**src/rtl/alarma_ring_ctrl.sv**
```systemverilog
// Alarm ring session controller: turns the comparator match level into a timed
// buzzer session with user stop, limited snooze and automatic timeout.
//
// state    | meaning
// ---------+--------------------------------------------------------------
// IDLE     | waiting for an enabled rising edge of activring
// RINGING  | buzzer pattern active, counting seconds towards timeout
// SNOOZE   | buzzer silent, counting seconds until the ring resumes
// WAIT_CLR | session over, waiting for activring to drop before re-arming
module alarma_ring_ctrl #(
    parameter int RING_TIMEOUT_S = 60,
    parameter int SNOOZE_S       = 255,
    parameter int MAX_SNOOZE     = 3,
    parameter int PATTERN_DIV    = 25000000
) (
    input  logic       clk,
    input  logic       reset,
    input  logic       alarma_on,
    input  logic       activring,
    input  logic       tick_1hz,
    input  logic       btn_apagar,
    input  logic       btn_snooze,
    output logic       ring_out,
    output logic       led_ring,
    output logic       ringing,
    output logic [3:0] snooze_left
);

    typedef enum logic [1:0] {
        IDLE     = 2'd0,
        RINGING  = 2'd1,
        SNOOZE   = 2'd2,
        WAIT_CLR = 2'd3
    } state_t;

    localparam logic [7:0]  RING_LAST   = 8'(RING_TIMEOUT_S - 1);
    localparam logic [7:0]  SNOOZE_LAST = 8'(SNOOZE_S - 1);
    localparam logic [24:0] PAT_LAST    = 25'(PATTERN_DIV - 1);
    localparam logic [3:0]  SNOOZE_INIT = 4'(MAX_SNOOZE);

    state_t      state;
    logic        armed;
    logic        act_q;
    logic        apg_q;
    logic        snz_q;
    logic [7:0]  sec_cnt;
    logic [24:0] pat_cnt;

    logic act_rise;
    logic apg_rise;
    logic snz_rise;

    assign act_rise = activring  & ~act_q;
    assign apg_rise = btn_apagar & ~apg_q;
    assign snz_rise = btn_snooze & ~snz_q;

    always_ff @(posedge clk or posedge reset) begin
        if (reset) begin
            state       <= IDLE;
            armed       <= 1'b0;
            act_q       <= 1'b0;
            apg_q       <= 1'b0;
            snz_q       <= 1'b0;
            sec_cnt     <= 8'd0;
            pat_cnt     <= 25'd0;
            ring_out    <= 1'b0;
            led_ring    <= 1'b0;
            ringing     <= 1'b0;
            snooze_left <= SNOOZE_INIT;
        end else begin
            act_q <= activring;
            apg_q <= btn_apagar;
            snz_q <= btn_snooze;

            // First cycle after reset only captures the input levels, so a
            // match still high across reset is not seen as a new edge.
            if (!armed) begin
                armed <= 1'b1;
            end else begin
                case (state)
                    IDLE: begin
                        if (act_rise && alarma_on) begin
                            state       <= RINGING;
                            sec_cnt     <= 8'd0;
                            pat_cnt     <= 25'd0;
                            snooze_left <= SNOOZE_INIT;
                            ring_out    <= 1'b1;
                            led_ring    <= 1'b1;
                            ringing     <= 1'b1;
                        end
                    end

                    RINGING: begin
                        if (!alarma_on) begin
                            state    <= IDLE;
                            ring_out <= 1'b0;
                            led_ring <= 1'b0;
                            ringing  <= 1'b0;
                        end else if (apg_rise) begin
                            state    <= WAIT_CLR;
                            ring_out <= 1'b0;
                            led_ring <= 1'b0;
                            ringing  <= 1'b0;
                        end else if (snz_rise) begin
                            ring_out <= 1'b0;
                            ringing  <= 1'b0;
                            if (snooze_left != 4'd0) begin
                                state       <= SNOOZE;
                                snooze_left <= snooze_left - 4'd1;
                                sec_cnt     <= 8'd0;
                            end else begin
                                state    <= WAIT_CLR;
                                led_ring <= 1'b0;
                            end
                        end else if (tick_1hz && sec_cnt == RING_LAST) begin
                            state    <= WAIT_CLR;
                            ring_out <= 1'b0;
                            led_ring <= 1'b0;
                            ringing  <= 1'b0;
                        end else begin
                            if (tick_1hz) begin
                                sec_cnt <= sec_cnt + 8'd1;
                            end
                            if (pat_cnt == PAT_LAST) begin
                                pat_cnt  <= 25'd0;
                                ring_out <= ~ring_out;
                            end else begin
                                pat_cnt <= pat_cnt + 25'd1;
                            end
                        end
                    end

                    SNOOZE: begin
                        if (!alarma_on) begin
                            state    <= IDLE;
                            led_ring <= 1'b0;
                        end else if (apg_rise) begin
                            state    <= WAIT_CLR;
                            led_ring <= 1'b0;
                        end else if (tick_1hz && sec_cnt == SNOOZE_LAST) begin
                            state    <= RINGING;
                            sec_cnt  <= 8'd0;
                            pat_cnt  <= 25'd0;
                            ring_out <= 1'b1;
                            ringing  <= 1'b1;
                        end else if (tick_1hz) begin
                            sec_cnt <= sec_cnt + 8'd1;
                        end
                    end

                    WAIT_CLR: begin
                        if (!activring) begin
                            state <= IDLE;
                        end
                    end

                    default: begin
                        state    <= IDLE;
                        ring_out <= 1'b0;
                        led_ring <= 1'b0;
                        ringing  <= 1'b0;
                    end
                endcase
            end
        end
    end

endmodule

```
**config.mk**
```make
export PLATFORM = sky130hd
export DESIGN_NAME = alarma_ring_ctrl
export DESIGN_NICKNAME = d
export VERILOG_FILES = /design/src/rtl/alarma_ring_ctrl.sv
export SDC_FILE = /design/constraint.sdc
export NUM_CORES = 1
export LEC_CHECK = 0
export ABC_AREA = 1
export BUFFER_PORTS_ARGS = -buffer_cell sky130_fd_sc_hd__clkbuf_2
export CORE_MARGIN = 4
export CORE_UTILIZATION = 62
export DETAILED_ROUTE_END_ITERATION = 8
export HOLD_SLACK_MARGIN = 0.12
export PLACE_DENSITY = 0.86
export REMOVE_ABC_BUFFERS = 1
export SLEW_MARGIN = 25
export SYNTH_ARGS = -nofsm -noshare
export SYNTH_HDL_FRONTEND = slang
export SYNTH_SLANG_ARGS = --single-unit
```
**constraint.sdc**
```tcl
create_clock -name clk -period 2.35 [get_ports clk]
set_clock_uncertainty 0.15 [all_clocks]
set_input_delay 0.47 -clock clk [delete_from_list [all_inputs] [get_ports clk]]
set_output_delay 0.47 -clock clk [all_outputs]
set_load 0.005 [all_outputs]
```
==> results of run 1 <==
[area by class of cell]
cell class / count / area [sq um]
fill: 441 / 1600
clock inverter: 2 / 37.5
inverter: 53 / 206
multi-input combinational: 370 / 1810
tap: 70 / 87.6
timing repair buffer: 18 / 108
clock buffer: 6 / 72.6
sequential: 46 / 1150
[placed cells by master (no fill, tap or decap), drive strengths merged]
master and n:
nor2 79, o21ai 27, nor3 6, a31oi 1
a21boi 1, inv 53, nand3 48, nor4 1
nand4 12, ha 10, nand2 157, o31ai 3
xnor2 3, o211ai 1, clkinvlp 1, bufinv 1
xor2 12, or2 1, o21bai 1, nand3b 3
conb 1, buf 3, dlygate4sd3 2, dfstp 2
clkbuf 19, dfrtp 44, a21oi 3
[state kept, by name, indices dropped and copies added (netlist names)]
signal       cells
pat_cnt         25
sec_cnt          8
snooze_left      4
state            2
act_q            1
apg_q            1
armed            1
led_ring         1
ring_out         1
ringing          1
snz_q            1
[through the flow]
step	util	area, sq um	std cells	setup WS [ns]	hold WS [ns]
5_1_grt	0.686	3480	565	0.00887	0.127
3_5_place_dp	0.660	3350	555	0.226	0.287
6_report	0.686	3480	565	0.196	0.139
4_1_cts	0.684	3470	564	0.206	0.123
3_3_place_gp	0.660	3350	555	0.320	0.278
2_1_floorplan	-	3170	469	0.139	0.324
[path summary, 6_finish.rpt]
kind	from	to	slack, ns	cells after the start
min reg2reg	led_ring$_DFFE_PP0P_	led_ring$_DFFE_PP0P_	0.37	2
min in group asynchronous	reset	pat_cnt[6]$_DFFE_PP0P_	0.49	3
min	btn_apagar	apg_q$_DFF_PP0_	0.14	1
max in group asynchronous	reset	snooze_left[0]$_DFFE_PP1P_	0.98	4
max	btn_snooze	ring_out$_DFFE_PP0P_	0.20	13
max reg2reg	state[0]$_DFFE_PP0P_	ring_out$_DFFE_PP0P_	0.21	13
[power groups by stage]
stage	Combinational, uW	Sequential [uW]	Clock [uW]
detailed placement	1060	1030	0
finish	1070	1020	598
global placement	1030	1030	0
CTS	1060	1020	605
global route	1190	1040	644
floorplan	774	1020	0
[metal layers]
layer | GRT usage | up-vias | share of wire
met3 | 0.0549 | 30 | 0.061
met4 | 0.0963 | 0 | 0.032
met5 | 0 | - | 0
met2 | 0.449 | 122 | 0.50
li1 | - | 1548 | -
met1 | 0.285 | 1396 | 0.40
[cells by family (layout without fill, tap and decap cells)]
family	Yosys count	in the layout	share of synthesized area
AND/OR/NAND/NOR	307	307	0.417
buffers and inverters	62	79	0.0824
flip-flops	46	46	0.357
AO/OA/AOI/OAI	37	37	0.0634
XOR/XNOR	15	15	0.0406
adder cells (fa/ha/maj)	10	10	0.0387
other	1	1	0.00116
[what timing repair did]
item | in CTS | in global routing
gates resized for setup | 0 | 0
endpoints found under the hold margin | 13 | 1
hold buffers | 1 | 1
setup buffers | 0 | 0
==> flow_summary_export.csv, run 1 <==
group,metric,value,unit
power,combPwrFrac,0.397,
grt,grt_remaining_overflow,0,
power,static-leakage-power,0.00163,uW
clock_tree,cts_buffer_depth,2,
synthesis,yosys.area.top_type,"dfrtp_1",
clock_tree,ctsHtreeMaxLevel,2,
power,switching_share,0.418,
drt,routed_via_density,5.48,
critical_path,startpoint_type,"input pin",
critical_path,worst_path_dominant_cell_family,"buffers and inverters",
drt,drt-initial-drc-count,304,
clock_tree,clock_sink_count,46,
floorplan,die-area,6440,sq um
synthesis,post-synth-top-count-cell,"nand2_1",
layout,nNetsFinal,511,
timing,timing.setup.tns,0,ns
power,netSwitchingPower,1120,uW
floorplan,row_count,26,
synthesis,synth_seq_cells,46,
critical_path,max_fanout_on_critical_path,28,
floorplan,initial_core_util,0.637,
drt,drt.antenna.violating_nets,0,
critical_path,critPathRequiredTime,2.41,ns
power,irDropWorstVdd,0.789,mV
place,port_buffers,13,
floorplan,core_region_area,5070,sq um
clock_tree,cts-root-buf,"clkbuf_8",
timing,fin_crit,2.15,ns
synthesis,synthTopCellsByCount,"nand2_1 (152), nor2_1 (71), inv_1 (49)",
clock_tree,insertion_delay,0.31,ns
critical_path,cp_num_buf_inv,6,
place,detailed_place_hpwl,5430,um
critical_path,worstPathCellList,"dlygate4sd3_1 > clkbuf_2 > inv_1 > nor2_1 > inv_1 > nand3_2 > nand2_4 > nand2_8 > inv_8 > nand2_2 > inv_1 > nand2_1 > nand2_1",
power,power.total,2680,uW
power,clock_power_share,0.223,
drt,drcViolationCount,0,
grt,grt_max_degree,31,
critical_path,worst_path_largest_cell_delay,0.53,ns
timing,unrepaired_setup_endpoints_after_global_routing,"false",
timing,post-route-period-util,0.917,
layout,final_layout_size_suffix_gt1_frac,0.0949,
clock_tree,tritoncts.num_buffers,5,
critical_path,crit_type,"in -> reg",
clock_tree,cts.reportedPaths.clkPinSlew,0.09,ns
synthesis,synth_enable_flop_cells,0,
drt,detailedRoute.firstPassIterationCount,5,
grt,first_global_vias,2911,
drt,wl_per_cell,13.2,um
drt,routed_wirelength,7440,um
drt,dr_total_vias,3096,
status,status,"finished clean",
clock_tree,tritoncts,"built",
critical_path,crit_arrival,2.21,ns
timing,setup_viol,0,
place,gp_congestion,0.928,
run,max_cap_viol_count,0,
synthesis,mappedNetlistArea,3230,sq um
floorplan,design.portCount,14,
power,powerDensity,772,nW/um^2
synthesis,syn_avg_cell_area,6.77,sq um
synthesis,synth_ff_type,"dfrtp_1",
layout,antenna_cells_inserted,0,
timing,maxSlewViolCount,0,
critical_path,cpMostUsedCell,"inv_1",
layout,syn_to_layout_area_delta,7.58,%
critical_path,setup.worst_path.end_class,"flop",
synthesis,seq_area_frac_synth,0.357,
grt,first_pass_grt_wire_length,12700,um
min_path,hold_class,"in -> reg",
critical_path,critical_path.slowest_cell,"dlygate4sd3_1",
synthesis,synth_top_cells_by_area,"dfrtp_1 (34%), nand2_1 (18%), nor2_1 (8.2%)",
grt,initial_antenna_violation_count,0,
power,seq_power_share,0.380,
timing,clock.fmax,0.464,GHz
synthesis,async_reset_ff_frac,1.00,
floorplan,fp.dieW,80.2,um
synthesis,ys_warn_count,0,
power,cellInternalPower,1560,uW
synthesis,post-synth-top-area-fraction,0.340,
floorplan,chipHeight,80.2,um
grt,track_usage,0.249,
synthesis,synth_cell_types,37,
synthesis,syn_inst,478,
timing,final_hold_viol_count,0,
No activity file was read; power rests on OpenSTA's default activity.
==> run 2: changes to the inputs <==
- CELL_PAD_IN_SITES_DETAIL_PLACEMENT: not set -> 2
- CELL_PAD_IN_SITES_GLOBAL_PLACEMENT: not set -> 2
- CORE_UTILIZATION: 62 -> 35
==> run 2 against run 1 <==
Non-clock buffer count up 6. Critical path depth down 6. Via count up 4.1%. Combinational power up 18%. Sequential share of layout area down 0.85 points. Register-to-register slack worse by 0.04 ns. Global-route usage down 5.1 points. Maximum frequency down 0.98%. Sequential power about the same. Clock-buffer cell count up 1. First-iteration DRC count down 78%. Critical path type is now reg -> reg. Critical endpoint is now snooze_left[2]$_DFFE_PP0P_.
==> flow_summary_export.csv, run 2 (synthesized netlist as in run 1, its figures left out) <==
group,metric,value,unit
clock_tree,insertion_delay,0.30,ns
grt,grt_max_degree,29,
clock_tree,tritoncts,"built",
floorplan,core_region_area,8850,sq um
timing,setup_viol,0,
drt,dr_total_vias,3223,
layout,leading_cell_type_in_the_layout_fill_and_taps_excluded,"nand2_1",
floorplan,chipHeight,104,um
critical_path,cp_num_buf_inv,2,
layout,number_of_flip_flops_in_the_largest_register,25,
power,power.total,2830,uW
layout,final_cell_mix,"nand2_1 (152), nor2_1 (71), inv_1 (48)",
critical_path,worst_path_largest_cell_delay,0.43,ns
clock_tree,cts_buffer_depth,2,
place,port_buffers,13,
power,static-leakage-power,0.00166,uW
drt,wl_per_cell,17.5,um
layout,reg.largest.list,"pat_cnt x25, sec_cnt x8, snooze_left x4",
timing,post-route-period-util,0.926,
layout,biggest_register,"pat_cnt",
timing,unrepaired_setup_endpoints_after_global_routing,"false",
drt,routed_wirelength,10600,um
place,setup_slack_at_placement,0.146,ns
clock_tree,clock_sink_count,46,
floorplan,die-area,10800,sq um
critical_path,setup.worst_path.end_class,"flop",
critical_path,critPathRequiredTime,2.38,ns
grt,track_usage,0.198,
layout,final_layout_size_suffix_gt1_frac,0.110,
timing,final_hold_viol_count,0,
drt,detailedRoute.firstPassIterationCount,4,
status,status,"finished clean",
floorplan,row_count,34,
timing,relSlewSlack,0.631,
run,max_cap_viol_count,0,
timing,fin_crit,2.18,ns
grt,grt_remaining_overflow,0,
power,irDropWorstVdd,0.430,mV
critical_path,worst_path_dominant_cell_family,"flip-flops",
place,gp_congestion,0.822,
floorplan,fp.dieW,104,um
place,detailed_place_hpwl,8190,um
layout,antenna_cells_inserted,0,
critical_path,critical_path.slowest_cell,"dfrtp_1",
drt,drt.antenna.violating_nets,0,
critical_path,crit_type,"reg -> reg",
clock_tree,ctsHtreeMaxLevel,2,
timing,maxSlewViolCount,0,
min_path,hold_class,"in -> reg",
drt,routed_via_density,5.29,
timing,worst_slew_pin_slew,0.552,ns
critical_path,crit_arrival,2.20,ns
floorplan,initial_core_util,0.366,
timing,timing.setup.tns,0,ns
grt,first_pass_grt_wire_length,17800,um
timing,finalWorstSetupSlack,0.174,ns
drt,drt-initial-drc-count,67,
drt,drcViolationCount,0,
critical_path,startpoint_type,"flop",
timing,fin_hold_ws,0.127,ns
critical_path,max_fanout_on_critical_path,16,
clock_tree,cts.reportedPaths.clkPinSlew,0.09,ns
clock_tree,tritoncts.num_buffers,5,
grt,initial_antenna_violation_count,0,
layout,syn_to_layout_area_delta,10.4,%
timing,clock.fmax,0.460,GHz
critical_path,worstPathCellList,"inv_1 > ha_2 > buf_4 > nor2_1 > nor2_1 > nand3_1 > o31ai_1",
critical_path,cpMostUsedCell,"nor2_1",
layout,nNetsFinal,517,
clock_tree,cts-root-buf,"clkbuf_8",
floorplan,design.portCount,14,
power,powerDensity,792,nW/um^2
grt,first_global_vias,3653,
[run 2: what timing repair did]
action,CTS,global route
setup buffers,0,4
endpoints found under the setup margin,0,4
gates resized for setup,0,2
hold endpoints to repair,21,0
hold buffers,1,0
[run 2: final cells by class]
class                   instances  area (sq um)
clock buffers                   7          86.3
multi-input cells             370          1820
clock inverters                 1          5.00
repair buffers                 24           163
flip-flops and latches         46          1150
well taps                     108           135
inverters                      53           211
fillers                      1117          5280
[run 2: worst paths after layout]
path                                       from  slack, ns                          to  cells past startpoint
hold reg to reg            led_ring$_DFFE_PP0P_       0.37        led_ring$_DFFE_PP0P_                      2
max in group asynchronous                 reset       0.93      sec_cnt[4]$_DFFE_PP0P_                      4
setup reg to reg           state[1]$_DFFE_PP0P_       0.17  snooze_left[2]$_DFFE_PP0P_                      7
hold / removal                       btn_snooze       0.13             snz_q$_DFF_PP0_                      1
setup / recovery           state[1]$_DFFE_PP0P_       0.17  snooze_left[2]$_DFFE_PP0P_                      7
min in group asynchronous                 reset       0.59      pat_cnt[8]$_DFFE_PP0P_                      3
[run 2: stage by stage]
| stage | cells | instance area [sq um] | utilization |
|---|---|---|---|
| final | 609 | 3570 | 0.404 |
| after detailed placement | 596 | 3430 | 0.388 |
| after global placement | 596 | 3430 | 0.388 |
| after floorplan | 469 | 3170 | - |
| after global routing | 609 | 3570 | 0.404 |
| after CTS | 605 | 3530 | 0.399 |
[run 2: worst register-to-register path: stages, from the launching register on]
cell and delay, ns:
dfrtp_1 0.43, inv_1 0.11, ha_2 0.29, buf_4 0.28
nor2_1 0.08, nor2_1 0.14, nand3_1 0.18, o31ai_1 0.39
[run 2: power breakdown]
group	internal (uW)	switching, uW	leakage, uW
logic	396	864	0.000997
clock network	238	292	0.0000482
registers	915	123	0.000615
total	1550	1280	0.00166
[run 2: layer usage]
layer  GRT usage  up-vias  wire [um]  share of wire
li1            -     1560          -              -
met1       0.233     1620       4530           0.43
met2       0.384       27       5780           0.54
met3      0.0174       16        128          0.012
met4      0.0484        0        183          0.017
met5           0        -          0              0
==> run 3: changes to the inputs <==
- PLACE_DENSITY: 0.86 -> 0.8
==> run 3 against run 2 <==
Critical path depth is 4 higher. Non-clock buffer count grew 1. Sequential share of layout area decreased by 0.77 points.
==> flow_summary_export.csv, run 3 (synthesized netlist as in run 1, its figures left out) <==
group,metric,value,unit
status,status,"finished clean",
grt,grt_remaining_overflow,0,
drt,drt-initial-drc-count,63,
layout,number_of_flip_flops_in_the_largest_register,25,
drt,detailedRoute.firstPassIterationCount,4,
power,static-leakage-power,0.00169,uW
critical_path,cp_num_buf_inv,3,
drt,drt.antenna.violating_nets,0,
critical_path,worstReg2RegStart,"state[0]$_DFFE_PP0P_",
clock_tree,tritoncts,"built",
place,setup_slack_at_placement,0.129,ns
layout,layout.cell_area.non_filler,3660,sq um
critical_path,cpMostUsedCell,"nor2_1",
clock_tree,cts-root-buf,"clkbuf_8",
critical_path,setup.worst_path.end_class,"flop",
floorplan,core_region_area,8850,sq um
layout,leading_cell_type_in_the_layout_fill_and_taps_excluded,"nand2_1",
power,power.total,3050,uW
critical_path,max_fanout_on_critical_path,9,
clock_tree,insertion_delay,0.31,ns
clock_tree,clock_sink_count,46,
timing,fin_crit,2.24,ns
clock_tree,tritoncts.num_buffers,5,
layout,biggest_register,"pat_cnt",
timing,setup_viol,0,
critical_path,worst_path_largest_cell_delay,0.43,ns
critical_path,number_of_cell_instances_on_the_worst_register_to_register_path,11,
layout,filler_cell_count,1109,
run,max_cap_viol_count,0,
critical_path,critPathRequiredTime,2.39,ns
critical_path,crit_arrival,2.29,ns
layout,final-instance-count-excl-fill,611,
grt,track_usage,0.201,
critical_path,worst_path_dominant_cell_family,"simple AND/OR/NAND/NOR gates",
power,powerDensity,834,nW/um^2
timing,post-route-period-util,0.955,
critical_path,crit_type,"reg -> reg",
timing,clock.fmax,0.446,GHz
layout,seqCellArea,1150,sq um
critical_path,regToRegSetupSlack,0.11,ns
timing,relSlewSlack,0.662,
layout,nNetsFinal,519,
place,post-place-cells,597,
place,detailed_place_hpwl,8010,um
grt,first_global_vias,3631,
grt,grt_max_degree,29,
timing,maxSlewViolCount,0,
critical_path,startpoint_type,"flop",
floorplan,row_count,34,
floorplan,die-area,10800,sq um
floorplan,initial_core_util,0.366,
timing,worst_slew_pin_slew,0.506,ns
critical_path,reg2reg_to,"pat_cnt[19]$_DFFE_PP0P_",
critical_path,cp.depth,11,
drt,drcViolationCount,0,
floorplan,chipHeight,104,um
min_path,hold_class,"in -> reg",
power,irDropWorstVdd,0.445,mV
critical_path,critical_path.slowest_cell,"dfrtp_1",
grt,first_pass_grt_wire_length,17800,um
layout,final_layout_size_suffix_gt1_frac,0.115,
drt,dr_total_vias,3209,
layout,syn_to_layout_area_delta,13.1,%
layout,multiInputGateArea,1830,sq um
drt,routed_via_density,5.25,
place,placedInstanceArea,3440,sq um
layout,antenna_cells_inserted,0,
clock_tree,cts_buffer_depth,2,
layout,reg.largest.list,"pat_cnt x25, sec_cnt x8, snooze_left x4",
timing,finalWorstSetupSlack,0.106,ns
clock_tree,ctsHtreeMaxLevel,2,
critical_path,worstPathCellList,"inv_1 > ha_1 > inv_2 > nor2_1 > nor2_2 > nand3_4 > nor2_8 > nand2_8 > buf_12 > nor3_1 > nor2_1",
place,port_buffers,13,
critical_path,worst_setup_path_startpoint,"state[0]$_DFFE_PP0P_",
drt,wl_per_cell,17.7,um
timing,timing.setup.tns,0,ns
drt,routed_wirelength,10800,um
floorplan,fp.dieW,104,um
critical_path,cp-endpoint,"pat_cnt[19]$_DFFE_PP0P_",
layout,final_cell_mix,"nand2_1 (152), nor2_1 (68), inv_1 (48)",
grt,initial_antenna_violation_count,0,
timing,final_hold_viol_count,0,
clock_tree,cts.reportedPaths.clkPinSlew,0.10,ns
floorplan,design.portCount,14,
place,gp_congestion,0.823,
==> run 3: cell types whose count changed in the layout (fill, tap and decap cells not counted), moves of 2 or more <==
cell / previous run / this run
buf_4: 9 / 7
bufinv_16: 0 / 2
dlygate4sd3_1: 1 / 3
nor2_1: 71 / 68
nor2_2: 7 / 10
==> run 3: per-layer routing <==
| metal | vias up | track usage | part of all wire |
|---|---|---|---|
| li1 | 1554 | - | - |
| met1 | 1603 | 0.232 | 0.43 |
| met2 | 35 | 0.394 | 0.54 |
| met3 | 17 | 0.0205 | 0.020 |
| met4 | 0 | 0.0456 | 0.018 |
| met5 | - | 0 | 0 |
==> run 3: power breakdown <==
part	switching, uW	internal [uW]	total (uW)
logic	881	399	1280
registers	116	915	1030
clock network	312	427	739
==> run 3: area by class of cell <==
cell class	count	share of cell area
repair buffers	25	0.0513
clock buffers	5	0.0188
flip-flops and latches	46	0.315
clock inverters	3	0.0188
well taps	108	0.0369
inverters	53	0.0578
multi-input cells	371	0.501
==> run 3: what timing repair did <==
action | 4_1_cts | 5_1_grt
endpoints found under the hold margin | 21 | 0
hold buffers | 3 | 0
setup buffers | 0 | 2
gates resized for setup | 0 | 4
endpoints found under the setup margin | 0 | 21
==> run 3: worst min-delay path by stage <==
stage                                 startpoint                      to  cells after the start
after floorplan           pat_cnt[1]$_DFFE_PP0P_  pat_cnt[1]$_DFFE_PP0P_                      2
final                                  activring         act_q$_DFF_PP0_                      1
after global placement      led_ring$_DFFE_PP0P_    led_ring$_DFFE_PP0P_                      2
after global routing                   activring         act_q$_DFF_PP0_                      1
after detailed placement    ring_out$_DFFE_PP0P_    ring_out$_DFFE_PP0P_                      2
after CTS                              activring         act_q$_DFF_PP0_                      1
==> run 3: through the flow <==
| step | hold WS (ns) | utilization |
|---|---|---|
| after floorplan | 0.324 | - |
| after global placement | 0.341 | 0.389 |
| after detailed placement | 0.359 | 0.389 |
| after CTS | 0.133 | 0.408 |
| after global routing | 0.133 | 0.413 |
| final | 0.143 | 0.413 |
